<file path="src/rtl/ctrl_pipe.sv">
// ctrl_pipe: RV32I control path. Decodes in ID, carries the control bundle
// through EX/MEM/WB, resolves branches and jumps in EX, flags illegal
// instructions and counts retired instructions.
module ctrl_pipe #(
    parameter int unsigned ALUCTRL_W  = 4,
    parameter bit          BRANCH_EXT = 1'b1,
    parameter int unsigned CNT_W      = 32
) (
    input  logic                 clk,
    input  logic                 rst_n,
    input  logic                 instr_valid_d,
    input  logic [6:0]           op_d,
    input  logic [2:0]           funct3_d,
    input  logic                 funct7b5_d,
    input  logic                 flush_e,
    input  logic                 zero_e,
    input  logic                 lt_e,
    input  logic                 ltu_e,
    output logic [2:0]           immsrc_d,
    output logic                 illegal_d,
    output logic                 illegal_seen,
    output logic                 regwrite_e,
    output logic                 memread_e,
    output logic                 alusrc_e,
    output logic                 alusrca_e,
    output logic                 jalr_e,
    output logic                 pcsrc_e,
    output logic [ALUCTRL_W-1:0] alucontrol_e,
    output logic                 regwrite_m,
    output logic                 memwrite_m,
    output logic [1:0]           resultsrc_m,
    output logic                 regwrite_w,
    output logic [1:0]           resultsrc_w,
    output logic [CNT_W-1:0]     instret
);

    localparam logic [6:0] OpR      = 7'b0110011;
    localparam logic [6:0] OpI      = 7'b0010011;
    localparam logic [6:0] OpLoad   = 7'b0000011;
    localparam logic [6:0] OpStore  = 7'b0100011;
    localparam logic [6:0] OpBranch = 7'b1100011;
    localparam logic [6:0] OpJal    = 7'b1101111;
    localparam logic [6:0] OpJalr   = 7'b1100111;
    localparam logic [6:0] OpLui    = 7'b0110111;
    localparam logic [6:0] OpAuipc  = 7'b0010111;

    localparam logic [3:0] AluAdd  = 4'b0000;
    localparam logic [3:0] AluSub  = 4'b0001;
    localparam logic [3:0] AluAnd  = 4'b0010;
    localparam logic [3:0] AluOr   = 4'b0011;
    localparam logic [3:0] AluXor  = 4'b0100;
    localparam logic [3:0] AluSlt  = 4'b0101;
    localparam logic [3:0] AluPassB = 4'b0110;
    localparam logic [3:0] AluSltu = 4'b0111;
    localparam logic [3:0] AluSll  = 4'b1000;
    localparam logic [3:0] AluSrl  = 4'b1001;
    localparam logic [3:0] AluSra  = 4'b1010;

    // Decoded bundle in ID
    logic       dec_ok;
    logic       dec_regwrite, dec_memread, dec_memwrite;
    logic [1:0] dec_resultsrc;
    logic       dec_alusrc, dec_alusrca, dec_jump, dec_jalr, dec_branch;
    logic [3:0] dec_alu;
    logic [3:0] f3_alu;
    logic       branch_f3_ok;
    logic       issue;

    // EX-only state
    logic       valid_e, memwrite_e, jump_e, branch_e;
    logic [1:0] resultsrc_e;
    logic [2:0] funct3_e;
    logic       branch_cond;

    // MEM/WB valid bits
    logic       valid_m, valid_w;

    // 000/001 always decode; 1xx only with the extended branch set
    assign branch_f3_ok = funct3_d[2] ? BRANCH_EXT : ~funct3_d[1];

    // ALU operation selected by funct3 for R and I-ALU formats
    always_comb begin
        f3_alu = AluAdd;
        case (funct3_d)
            3'b000: f3_alu = (op_d == OpR && funct7b5_d) ? AluSub : AluAdd;
            3'b001: f3_alu = AluSll;
            3'b010: f3_alu = AluSlt;
            3'b011: f3_alu = AluSltu;
            3'b100: f3_alu = AluXor;
            3'b101: f3_alu = funct7b5_d ? AluSra : AluSrl;
            3'b110: f3_alu = AluOr;
            default: f3_alu = AluAnd;
        endcase
    end

    // Main opcode decode
    always_comb begin
        dec_ok        = 1'b0;
        dec_regwrite  = 1'b0;
        dec_memread   = 1'b0;
        dec_memwrite  = 1'b0;
        dec_resultsrc = 2'b00;
        dec_alusrc    = 1'b0;
        dec_alusrca   = 1'b0;
        dec_jump      = 1'b0;
        dec_jalr      = 1'b0;
        dec_branch    = 1'b0;
        dec_alu       = AluAdd;
        immsrc_d      = 3'b000;
        case (op_d)
            OpR: begin
                dec_ok       = 1'b1;
                dec_regwrite = 1'b1;
                dec_alu      = f3_alu;
            end
            OpI: begin
                dec_ok       = 1'b1;
                dec_regwrite = 1'b1;
                dec_alusrc   = 1'b1;
                dec_alu      = f3_alu;
            end
            OpLoad: begin
                dec_ok        = 1'b1;
                dec_regwrite  = 1'b1;
                dec_memread   = 1'b1;
                dec_resultsrc = 2'b01;
                dec_alusrc    = 1'b1;
            end
            OpStore: begin
                dec_ok       = 1'b1;
                dec_memwrite = 1'b1;
                dec_alusrc   = 1'b1;
                immsrc_d     = 3'b001;
            end
            OpBranch: begin
                dec_ok     = branch_f3_ok;
                dec_branch = 1'b1;
                dec_alu    = AluSub;
                immsrc_d   = 3'b010;
            end
            OpJal: begin
                dec_ok        = 1'b1;
                dec_regwrite  = 1'b1;
                dec_resultsrc = 2'b10;
                dec_jump      = 1'b1;
                immsrc_d      = 3'b011;
            end
            OpJalr: begin
                dec_ok        = 1'b1;
                dec_regwrite  = 1'b1;
                dec_resultsrc = 2'b10;
                dec_jump      = 1'b1;
                dec_jalr      = 1'b1;
                dec_alusrc    = 1'b1;
            end
            OpLui: begin
                dec_ok       = 1'b1;
                dec_regwrite = 1'b1;
                dec_alusrc   = 1'b1;
                dec_alu      = AluPassB;
                immsrc_d     = 3'b100;
            end
            OpAuipc: begin
                dec_ok       = 1'b1;
                dec_regwrite = 1'b1;
                dec_alusrc   = 1'b1;
                dec_alusrca  = 1'b1;
                immsrc_d     = 3'b100;
            end
            default: dec_ok = 1'b0;
        endcase
    end

    assign illegal_d = instr_valid_d & ~dec_ok;
    assign issue     = instr_valid_d & dec_ok & ~flush_e;

    // ID->EX register; anything not issued enters as an all-zero bubble
    always_ff @(posedge clk or negedge rst_n) begin
        if (!rst_n) begin
            valid_e      <= 1'b0;
            regwrite_e   <= 1'b0;
            memread_e    <= 1'b0;
            memwrite_e   <= 1'b0;
            resultsrc_e  <= 2'b00;
            alusrc_e     <= 1'b0;
            alusrca_e    <= 1'b0;
            jump_e       <= 1'b0;
            jalr_e       <= 1'b0;
            branch_e     <= 1'b0;
            funct3_e     <= 3'b000;
            alucontrol_e <= '0;
        end else if (issue) begin
            valid_e      <= 1'b1;
            regwrite_e   <= dec_regwrite;
            memread_e    <= dec_memread;
            memwrite_e   <= dec_memwrite;
            resultsrc_e  <= dec_resultsrc;
            alusrc_e     <= dec_alusrc;
            alusrca_e    <= dec_alusrca;
            jump_e       <= dec_jump;
            jalr_e       <= dec_jalr;
            branch_e     <= dec_branch;
            funct3_e     <= funct3_d;
            alucontrol_e <= ALUCTRL_W'(dec_alu);
        end else begin
            valid_e      <= 1'b0;
            regwrite_e   <= 1'b0;
            memread_e    <= 1'b0;
            memwrite_e   <= 1'b0;
            resultsrc_e  <= 2'b00;
            alusrc_e     <= 1'b0;
            alusrca_e    <= 1'b0;
            jump_e       <= 1'b0;
            jalr_e       <= 1'b0;
            branch_e     <= 1'b0;
            funct3_e     <= 3'b000;
            alucontrol_e <= '0;
        end
    end

    // Branch condition from ALU flags, selected by the EX funct3
    always_comb begin
        branch_cond = 1'b0;
        case (funct3_e)
            3'b000: branch_cond = zero_e;
            3'b001: branch_cond = ~zero_e;
            3'b100: branch_cond = lt_e;
            3'b101: branch_cond = ~lt_e;
            3'b110: branch_cond = ltu_e;
            3'b111: branch_cond = ~ltu_e;
            default: branch_cond = 1'b0;
        endcase
    end

    assign pcsrc_e = valid_e & (jump_e | (branch_e & branch_cond));

    // EX->MEM and MEM->WB registers advance every cycle
    always_ff @(posedge clk or negedge rst_n) begin
        if (!rst_n) begin
            valid_m     <= 1'b0;
            regwrite_m  <= 1'b0;
            memwrite_m  <= 1'b0;
            resultsrc_m <= 2'b00;
            valid_w     <= 1'b0;
            regwrite_w  <= 1'b0;
            resultsrc_w <= 2'b00;
        end else begin
            valid_m     <= valid_e;
            regwrite_m  <= regwrite_e;
            memwrite_m  <= memwrite_e;
            resultsrc_m <= resultsrc_e;
            valid_w     <= valid_m;
            regwrite_w  <= regwrite_m;
            resultsrc_w <= resultsrc_m;
        end
    end

    // Retirement counter and sticky illegal flag
    always_ff @(posedge clk or negedge rst_n) begin
        if (!rst_n) begin
            instret      <= '0;
            illegal_seen <= 1'b0;
        end else begin
            if (valid_w) begin
                instret <= instret + CNT_W'(1);
            end
            if (illegal_d) begin
                illegal_seen <= 1'b1;
            end
        end
    end

endmodule
</file>
<file path="config.mk">
export PLATFORM = sky130hd
export DESIGN_NAME = ctrl_pipe
export DESIGN_NICKNAME = d
export VERILOG_FILES = /design/src/rtl/ctrl_pipe.sv
export SDC_FILE = /design/constraint.sdc
export NUM_CORES = 1
export LEC_CHECK = 0
export BUFFER_PORTS_ARGS = -buffer_cell sky130_fd_sc_hd__buf_2
export CAP_MARGIN = 20
export CORE_MARGIN = 5
export CORE_UTILIZATION = 50
export DETAILED_ROUTE_END_ITERATION = 6
export PLACE_DENSITY = 0.77
export SLEW_MARGIN = 15
export SYNTH_ARGS = -nofsm -noshare
export SYNTH_HDL_FRONTEND = slang
export SYNTH_SLANG_ARGS = --single-unit
</file>
<file path="constraint.sdc">
create_clock -name clk -period 2.3 [get_ports clk]
set_input_delay 0.46 -clock clk [delete_from_list [all_inputs] [get_ports clk]]
set_output_delay 0.46 -clock clk [all_outputs]
set_load 0.05 [all_outputs]
</file>
==> impl_metrics.csv <==
group,metric,value,unit
grt,track_usage,17.95,%
placement,io_buffers,71,
final_layout,layout_common_cells,"71 x buf_2, 59 x dfrtp_1, 25 x nand2_1",
timing,holdWs,0.1278,ns
timing,fin_crit_sh,94.10,%
logic_synthesis,yosysUniqueCellTypes,41,
floorplanning,pin_count,72,
timing,slew_headroom,71.92,%
floorplanning,design.core.area,5042,um^2
timing,worstMarginPinSlew,0.4203,ns
clock_tree,h-tree-depth,3,
timing,fmax,462.0,MHz
grt,grt_pass1_vias,1924,
setup_path,rr_startpoint,"valid_w",
setup_path,crit_slowest_cell,"o32ai_1",
routing,routed_wl,5472,um
logic_synthesis,synth.net_count,250,
logic_synthesis,synth-seq-cells,59,
run_status,status,"finished clean",
floorplanning,start_util,51.07,%
grt,grt_first_pass_wirelength,9080,um
final_layout,postLayoutCellArea,3267,um^2
clock_tree,cts_resized,0,
routing,drt-initial-drc-count,62,
power_and_ir_drop,ir_drop,430.6,uV
worst_hold_path,hp-class,"primary input to asynchronous set/reset pin",
final_layout,diodes,0,
floorplanning,rows,26,
final_layout,nets,334,
routing,final_antenna_net_count,0,
logic_synthesis,synth_cells,231,
clock_tree,cts-root-buf,"clkbuf_8",
floorplanning,die_height,81.77,um
clock_tree,clk_latency,0.32,ns
setup_path,worst-setup-path-type,"primary input to primary output",
setup_path,slowest_delay,0.31,ns
placement,placement.cell_area,3073,um^2
setup_path,cp-end-kind,"primary output",
timing,fin_skew,0.006301,ns
setup_path,start_kind,"primary input",
setup_path,cp-startpoint,"op_d[5]",
logic_synthesis,synth_edf_count,0,
timing,setup_tns,0,ns
final_layout,nFillCells,430,
setup_path,crit_fanout,8,
final_layout,final_common_cell,"buf_2",
routing,wl_per_cell,14.07,um
logic_synthesis,async_flop_share,100.0,%
routing,firstDrtPassIters,4,
grt,overflow,0,
logic_synthesis,synth_seq_area_share,57.34,%
routing,vias_per_cell,5.167,
clock_tree,post_cts_buffers,0,
clock_tree,cts_hold_buffers,0,
job,cap_violations,0,
logic_synthesis,syn_area_per_cell,11.15,um^2
final_layout,seqCellArea,1476,um^2
setup_path,critPathMostFrequentCell,"buf_2",
power_and_ir_drop,p_leak,1.703,nW
logic_synthesis,synth_top_flop_cell,"dfrtp_1",
timing,setup_violations,0,
routing,drcViolationCount,0,
setup_path,worstPathCellList,"buf_2 > o21ba_2 > o32ai_1 > a32oi_1 > and2_1 > buf_2",
final_layout,multi_input_area,1066,um^2
final_layout,drive_gt1_share,32.92,%
placement,dp_hpwl,4034,um
clock_tree,clock-sinks,59,
power_and_ir_drop,power.density,683.7,nW/um^2
clock_tree,tritoncts,"done",
routing,via_count,2010,
setup_path,arrival,1.70,ns
floorplanning,die_x,81.77,um
grt,grt_max_degree,60,
timing,period_needed,2.164,ns
setup_path,required,1.84,ns
setup_path,crit_family,"compound AO/OA/AOI/OAI gates",
setup_path,critPathBufInv,2,
logic_synthesis,ys.warnings.count,0,
floorplanning,die-area,6686,um^2
grt,antenna_found_initial,0,
final_layout,syn2layout_area_growth,26.87,%
clock_tree,clk_pin_slew,0.06,ns
timing,rsz0062_at_grt,"false",
timing,drv_slew,0,
timing,report.final.hold_viol_count,0,
clock_tree,cts.path.max_buffers,2,
clock_tree,cts_buffers,9,
placement,gp_congestion,0.9090,
logic_synthesis,syn_area,2575,um^2
logic make-up after synthesis:
group,count (synthesis),synth area share [%]
flip-flops,59,57.34
XOR/XNOR,34,11.56
adder cells (fa/ha/maj),1,0.4858
multiplexers,2,0.8260
buffers and inverters,10,1.652
AO/OA/AOI/OAI,17,4.762
AND/OR/NAND/NOR,108,23.37
state kept, by name (all words and copies together), names as in the netlist, 2 cells and up:
| signal | flops |
|---|---|
| instret | 32 |
| alucontrol_e | 4 |
| funct3_e | 3 |
| resultsrc_m | 2 |
| resultsrc_w | 2 |
path summary, 6_finish.rpt:
path	endpoint	slack (ns)	depth (start not counted)
worst max-delay path	illegal_d	0.14	6
worst min-delay path	instret[4]	0.13	2
worst min register to register	memwrite_m	0.35	0
worst max register to register	instret[29]	0.32	4
max in group asynchronous	alusrca_e	1.91	2
min in group clk	memwrite_m	0.35	0
layer usage:
layer	wire length [um]	up-vias	global-route usage [%]
met1	2368	967	22.86
met5	0	-	0
met3	429	5	6.908
li1	-	985	-
met2	2637	53	28.03
met4	36	0	6.146
per-stage QoR:
step | utilization, % | setup slack, ns | std cells | power (W)
after CTS | 64.79 | 0.1390 | 389 | 0.002271
after floorplan | - | 0.08233 | 231 | 0.001237
after global placement | 60.94 | 0.1938 | 374 | 0.001332
final | 64.79 | 0.1357 | 389 | 0.002234
after global routing | 64.79 | 0.08767 | 389 | 0.002343
after detailed placement | 60.94 | 0.1409 | 374 | 0.001337
synthesized netlist by cell type (2+ instances only):
cell type	number	share of area (%)
a21oi_1	4	0.78
a31oi_1	2	0.49
and2_1	2	0.49
and3_1	4	0.97
clkbuf_1	3	0.44
dfrtp_1	59	57
inv_1	4	0.58
nand2_1	25	3.6
nand2b_1	4	0.97
nand3_1	17	3.3
nand4_1	7	1.7
nand4_2	3	1.5
nor2_1	17	2.5
nor2b_1	2	0.49
nor3_1	9	1.7
nor3b_1	2	0.58
nor4_1	3	0.73
nor4_2	5	2.4
o21ai_0	2	0.39
or3_1	2	0.49
or4_1	3	0.87
xnor2_1	20	6.8
xor2_1	14	4.8
where the power goes:
part           internal [W]  leakage, nW  switching, W
registers           0.00106        0.816     0.0000237
logic             0.0000690        0.788      0.000165
clock network      0.000553       0.0995      0.000366
final cells by class:
cell class	count	share of cell area (%)
clock buffer	13	4.864
multi-input combinational	162	32.63
tap	70	2.681
timing repair buffer	79	13.10
inverter	4	0.4596
clock inverter	2	1.072
sequential	59	45.19
Power figures use the tool's default switching activity.
